===== config.mk =====
export PLATFORM = sky130hd
export DESIGN_NAME = rs_decoder_line_packer
export DESIGN_NICKNAME = d
export VERILOG_FILES = /design/src/rtl/rs_decoder_line_packer.sv
export SDC_FILE = /design/constraint.sdc
export NUM_CORES = 2
export LEC_CHECK = 0
export ABC_AREA = 1
export CORE_UTILIZATION = 63
export CTS_CLUSTER_DIAMETER = 120
export CTS_CLUSTER_SIZE = 16
export DETAILED_ROUTE_END_ITERATION = 8
export GPL_ROUTABILITY_DRIVEN = 0
export PLACE_DENSITY = 0.8
export SETUP_SLACK_MARGIN = 0.2
export SYNTH_ARGS = -nofsm -noshare
export SYNTH_HDL_FRONTEND = slang
export SYNTH_SLANG_ARGS = --single-unit
export TNS_END_PERCENT = 1

===== constraint.sdc =====
create_clock -name clk -period 44.4 [get_ports clk]
set_clock_uncertainty 0.05 [all_clocks]
set_input_delay 8.88 -clock clk [delete_from_list [all_inputs] [get_ports clk]]
set_output_delay 8.88 -clock clk [all_outputs]
set_load 0.02 [all_outputs]

===== src/rtl/rs_decoder_line_packer.sv =====
// Packs decoded RS bytes into LINE_BYTES-wide lines and queues them in a
// first-word-fall-through FIFO. Lines that arrive while the FIFO is full are dropped and counted.
module rs_decoder_line_packer #(
    parameter int LINE_BYTES = 64,
    parameter int FIFO_DEPTH = 4
) (
    input  logic                    clk,
    input  logic                    reset_n,
    input  logic [7:0]              data_in,
    input  logic                    valid_in,
    input  logic                    flush,
    input  logic                    clear_overflow,
    output logic [LINE_BYTES*8-1:0] line_data,
    output logic [6:0]              line_bytes,
    output logic                    line_valid,
    input  logic                    line_ready,
    output logic [2:0]              fifo_count,
    output logic                    overflow,
    output logic [15:0]             drop_count
);

    localparam int LW = LINE_BYTES * 8;
    localparam int IW = $clog2(LINE_BYTES);
    localparam int PW = $clog2(FIFO_DEPTH);
    localparam int CW = PW + 1;

    logic [IW-1:0] idx;
    logic [LW-1:0] asmLine;
    logic [LW-1:0] newByte;
    logic [LW-1:0] pushLine;
    logic [6:0]    pushBytes;
    logic          lastByte;
    logic          pushReq;

    logic [LW-1:0] memLine  [FIFO_DEPTH];
    logic [6:0]    memBytes [FIFO_DEPTH];
    logic [PW-1:0] wrPtr;
    logic [PW-1:0] rdPtr;
    logic [CW-1:0] count;
    logic          full;
    logic          pop;
    logic          doWrite;
    logic          drop;

    // The line leaving the assembler always includes the byte arriving this cycle.
    assign lastByte  = valid_in && (idx == IW'(LINE_BYTES - 1));
    assign pushReq   = lastByte || (flush && (valid_in || (idx != '0)));
    assign newByte   = LW'(data_in) << {idx, 3'b000};
    assign pushLine  = valid_in ? (asmLine | newByte) : asmLine;
    assign pushBytes = 7'(idx) + {6'b0, valid_in};

    assign full    = (count == CW'(FIFO_DEPTH));
    assign pop     = line_valid && line_ready;
    assign doWrite = pushReq && (!full || pop);
    assign drop    = pushReq && full && !pop;

    // NOTE: sequential state uses non-blocking assignments so every register
    // samples the pre-edge values, regardless of statement order.
    always_ff @(posedge clk or negedge reset_n) begin
        if (!reset_n) begin
            idx     <= '0;
            asmLine <= '0;
        end else if (pushReq) begin
            idx     <= '0;
            asmLine <= '0;
        end else if (valid_in) begin
            idx     <= idx + 1'b1;
            asmLine <= asmLine | newByte;
        end
    end

    // NOTE: the line storage has no reset; outputs are gated by line_valid,
    // so stale contents are never observable and the wide array stays plain RAM.
    always_ff @(posedge clk) begin
        if (doWrite) begin
            memLine[wrPtr]  <= pushLine;
            memBytes[wrPtr] <= pushBytes;
        end
    end

    always_ff @(posedge clk or negedge reset_n) begin
        if (!reset_n) begin
            wrPtr <= '0;
            rdPtr <= '0;
            count <= '0;
        end else begin
            if (doWrite) wrPtr <= wrPtr + 1'b1;
            if (pop)     rdPtr <= rdPtr + 1'b1;
            if (doWrite && !pop)      count <= count + 1'b1;
            else if (!doWrite && pop) count <= count - 1'b1;
        end
    end

    // A drop on the same edge as a clear wins, leaving exactly one recorded drop.
    always_ff @(posedge clk or negedge reset_n) begin
        if (!reset_n) begin
            overflow   <= 1'b0;
            drop_count <= '0;
        end else if (drop) begin
            overflow   <= 1'b1;
            if (clear_overflow)             drop_count <= 16'd1;
            else if (drop_count != 16'hFFFF) drop_count <= drop_count + 16'd1;
        end else if (clear_overflow) begin
            overflow   <= 1'b0;
            drop_count <= '0;
        end
    end

    assign line_valid = (count != '0);
    assign line_data  = line_valid ? memLine[rdPtr] : '0;
    assign line_bytes = line_valid ? memBytes[rdPtr] : '0;
    assign fifo_count = 3'(count);

endmodule


# == Word level (Yosys, flattened, before mapping) ==
# Memories as Yosys holds them, arrays and structs flattened.
# Index checks and enable logic that the tools add are counted.
# op_classes
add_sub_neg,7
n_eq_ne,3
n_shift,1
muxes,16
bitwise_logic,1
n_reduce_logical,21
# op_table
cell,n
512-bit two-way mux,3
512-bit bitwise OR,1
8-bit by 9-bit << shifter with 512-bit output,1
16-bit two-way mux,4
"16-bit by 1-bit adder with 16-bit output, second input constant",1
"16-bit != test, second input constant",1
6-bit two-way mux,2
1-bit logical AND,8
2-bit nonzero test,4
6-bit by 1-bit adder with 7-bit output,1
7-bit two-way mux,1
"6-bit by 1-bit adder with 6-bit output, second input constant",1
"6-bit equality test, second input constant",1
3-bit two-way mux,2
6-bit nonzero test,1
"2-bit by 1-bit adder with 2-bit output, second input constant",2
1-bit two-way mux,4
"3-bit by 1-bit adder with 3-bit output, second input constant",1
"3-bit equality test, second input constant",1
1-bit logical NOT,3
1-bit logical OR,3
3-bit nonzero test,1
"3-bit by 1-bit subtractor with 3-bit output, second input constant",1
2-bit AND reduction,1
# word_totals
reg_bits,542
ramBits,2076
in_bits,14
output_inout_bits,540
elab_cells,58
memories,2
# memory_table
memory,words,word_bits,rd,rd_ports_with_merged_regs,wr,line_no,source
memLine,4,512,1,0,1,35,logic [LW-1:0] memLine [FIFO_DEPTH];
memBytes,4,7,1,0,1,36,logic [6:0] memBytes [FIFO_DEPTH];

# == Longest topological paths before layout ==
# depth
ltp_word,9
mapped_depth,18
depth_no_buf,15

# == Worst setup path before layout ==
# Ideal clock, no wire load.
# synth_timing
path_kind,in2reg
from,in valid_in
to,mem memBytes[0][0] (enable)
setup_time_ps,1413
arrival_ps,31165
t_required_ps,42937
path_slack_ps,11772
cell_stages,8
path_buffers,2
cell_sequence,buf_2 -> nand2_1 -> nor2_2 -> nand3_1 -> nand2_2 -> buf_4 -> nand2_2 -> nor2_1
# synth_via
elab_chain_len,6
elab_cells_between_ends,7
classes_between,mux (2); reduce/logical (5)
# synth_rtl
item,line_no,source
"start, declared",10,"input logic valid_in,"
1-bit logical OR,47,assign pushReq = lastByte || (flush && (valid_in || (idx != '0)));
1-bit logical AND,47,
1-bit logical OR (*),47,
1-bit logical AND (*),54,assign doWrite = pushReq && (!full || pop);
1-bit two-way mux (*),75,if (doWrite) begin
1-bit two-way mux (not written as such) (*),77,memBytes[wrPtr] <= pushBytes;
"end, declared",36,
# Every way passes the cells marked *; elsewhere a longest branch is shown, timed or not.

# == Worst setup path after layout ==
# layout_timing
from,reg rdPtr[0]
to,out line_data[8]
# layout_via
elab_chain_len,2
# layout_rtl
item,line_no,source
"start, declared",38,logic [PW-1:0] rdPtr;
"start signal, assigned",88,if (pop) rdPtr <= rdPtr + 1'b1;
memory read 4 x 512 bit,-,
512-bit two-way mux,110,assign line_data = line_valid ? memLine[rdPtr] : '0;
"end, declared",13,"output logic [LINE_BYTES*8-1:0] line_data,"
# Every way passes these cells.

==> impl_metrics.csv <==
group,metric,value,unit
setup_path,worstSetupEndpointType,"primary output",
clock_network,clock_path_buffers,3,
setup_path,path_cells,"buf_4 -> buf_12 -> buf_4 -> buf_4 -> nor2_1 -> nor2_1 -> o21ai_0 -> a21oi_1 -> clkdlybuf4s50_1",
yosys,synth_area_leaders,"edfxtp_1, dfrtp_1, nor2_1",
timing,holdWs,0.4376,ns
drt,met1_length,110.1,mm
setup_path,critPathRequiredTime,35.47,ns
global_route,grt_max_degree,290,
yosys,syn_area_per_cell,11.03,um2
hold_path,hp-start,"overflow",
clock_network,cts_tree,"done",
layout,area_growth,11.36,%
clock_network,numClockSinks,2618,
drt,vias,73280,
timing,relSlewSlack,0.1349,
outcome,status,"finished, final reports clean",
yosys,synth-edff-count,2076,
power_and_ir_drop,p_leak,43.99,nW
die,dieHeight,411.3,um
yosys,netlist.area_leader.share,0.5907,
drt,via_per_inst,6.019,
die,die_w,411.3,um
timing,slew_viol_final,0,
yosys,ys_seq_area_frac,0.7192,
yosys,synth_nets,9590,
timing,min_period_over_period,0.3640,
setup_path,critPathArrivalTime,7.23,ns
timing,setup_tns,0,ns
setup_path,cp-start-kind,"flop",
layout,stdcell_count,12170,
drt,drcViolationCount,0,
layout,multiInputGateArea,24450,um2
layout,finalNetCount,9850,
setup_path,crit_path_max_fanout,211,
power_and_ir_drop,power_density,69.25,nW/um2
hold_path,min_to,"overflow",
global_route,grt_pass1_wl,434.8,mm
yosys,synthCells,9565,
power_and_ir_drop,finalPower,0.008139,W
global_route,antenna_found_initial,10,
drt,drtAntennaViolNets,0,
global_route,grt-ovfl-total,0,
setup_path,reg2reg_slack,37.97,ns
yosys,ys_types,38,
layout,final_common_cell,"nor2_1",
timing,clock.fmax,61.88,MHz
setup_path,critical_path.max_stage_delay,1.04,ns
layout,final_cell_mix,"nor2_1, edfxtp_1, nand2_1, o21ai_0, a21oi_1",
die,core-area,165500,um2
die,ioPinCount,554,
drt,wirelength,296.1,mm
setup_path,r2r-start,"idx[0]",
timing,finalHoldViolCount,0,
drt,wl_per_cell,24.32,um
timing,worst_slew_pin_slew,1.298,ns
setup_path,startpoint,"rdPtr[0]",
setup_path,crit_top_cell,"buf_4",
clock_network,clkLatencyLatePin,0.86,ns
yosys,yosys_warnings,0,
yosys,ys.flop_type,"edfxtp_1",
placement,dp_hpwl,175.6,mm
yosys,syn_area,105500,um2
drt,route.met3.wl,33.98,mm
clock_network,postCtsSetupBuffers,0,
drt,drt_iter0_markers,10520,
layout,fill_cells,11120,
clock_network,cts_inserted_buffers,181,
drt,drt_pass1_iterations,6,
placement,port_buffers,553,
clock_network,cts.reportedPaths.clkPinSlew,0.07,ns
setup_path,cp_slowest_cell,"buf_4",
setup_path,crit_buf_inv,5,
clock_network,cts_hold_buf,0,
timing,finalCriticalPeriod,16.16,ns
drt,routed.top_layer,"met5",
layout,drive_gt1_frac,0.03677,
yosys,synth.largest_area_cell,"edfxtp_1",
global_route,grt_pass1_vias,69300,
die,dieArea,169200,um2
hold_path,hold_path.class,"flop to flop",
yosys,synth_seq_cells,2618,
hold_path,whs_path_depth,2,
timing,setup_viol,0,
clock_network,htreeDepth,4,
layout,seq_area,75910,um2
die,fp-row-count,149,
global_route,grt_usage,0.3474,
clock_network,cts_root_buffer,"clkbuf_16",
timing,rsz0062_at_grt,"no",
die,initial_core_util,0.6375,
setup_path,critPathTopFamily,"buffers and inverters",
placement,dpl.cell_count,11830,
flow_run,cap_violations,0,
power_and_ir_drop,irDropWorstVdd,0.1027,mV
setup_path,crit-reg2reg-capture,"memLine[0][63]",
yosys,async_reset_ff_frac,0.2070,
drt,wl_met2,135.0,mm
setup_path,reg2reg_depth,11,
clock_network,cts_resized,0,
setup_path,path_class,"flop to primary output",
area by class of cell:
type                    count  area share
multi-input cells        5662      0.2080
flip-flops and latches   2618      0.6459
repair buffers            643     0.05395
diodes                      4  0.00008517
inverters                 719     0.02325
clock buffers             323     0.04326
clock inverters            16    0.002172
well taps                2189     0.02330
cell usage after synthesis, types with 4 or more instances:
master	instances
inv_2	15
o21ai_2	16
buf_2	225
inv_1	699
o21ai_1	211
nor2_2	11
buf_4	20
edfxtp_1	2076
clkbuf_1	275
nand2_2	13
nor3_1	42
o21ai_0	945
ha_1	10
dfrtp_1	542
nor2_4	4
nor2_1	2419
a21oi_1	910
nand3_1	40
buf_6	6
nand2_1	1003
xor2_1	14
buf_1	39
nand4_1	11
logic make-up after synthesis:
family | share of synthesized area
adders and majority gates | 0.001375
AOI/OAI and AO/OA | 0.09944
and+or+nand+nor | 0.1291
xor gates and xnor gates | 0.001245
muxes | 0.0001067
buffers and inverters | 0.04956
DFF | 0.7192
worst reg2reg max path, stage by stage (launching register included):
cell	delay (ns)
dfrtp_1	0.99
ha_1	0.27
nand2_1	0.09
nor2_2	0.15
nand3_1	0.19
nand2_8	0.39
nand2_2	0.37
nor2_4	0.20
buf_12	0.56
buf_4	1.01
buf_4	0.81
buf_4	0.87
registers in the layout, indices dropped and copies added, names as in the netlist:
| name | cells |
|---|---|
| rdPtr | 2 |
| idx | 6 |
| drop_count | 16 |
| asmLine | 512 |
| memBytes | 28 |
| wrPtr | 2 |
| fifo_count | 3 |
| memLine | 2048 |
| overflow | 1 |
metrics by stage:
step	utilization	setup WS, ns	area (um2)
after global routing	0.7099	27.96	117500
after floorplan	-	11.77	105500
after global placement	0.6776	29.43	112200
after CTS	0.7099	28.43	117500
final	0.7099	28.24	117500
after detailed placement	0.6776	29.38	112200
metal layers:
layer / up-vias / global-route usage
met5: - / 0
met1: 35640 / 0.4803
met4: 10 / 0.1818
met3: 674 / 0.07702
li1: 32580 / -
met2: 4378 / 0.5224
where the power goes:
part,internal (W),leakage [nW],switching (W)
logic,0.00114,14.4,0.00233
clock network,0.000787,2.53,0.000816
registers,0.00298,27.1,0.0000901
total,0.00490,44.0,0.00324
worst max-delay path by stage:
stage                     cells past startpoint             end
after floorplan                               8  memBytes[0][0]
after global placement                        9   line_data[95]
after detailed placement                      9   line_data[37]
after CTS                                     9   line_data[37]
after global routing                          9   line_data[37]
final                                         9    line_data[8]
Power figures use the tool's default switching activity.
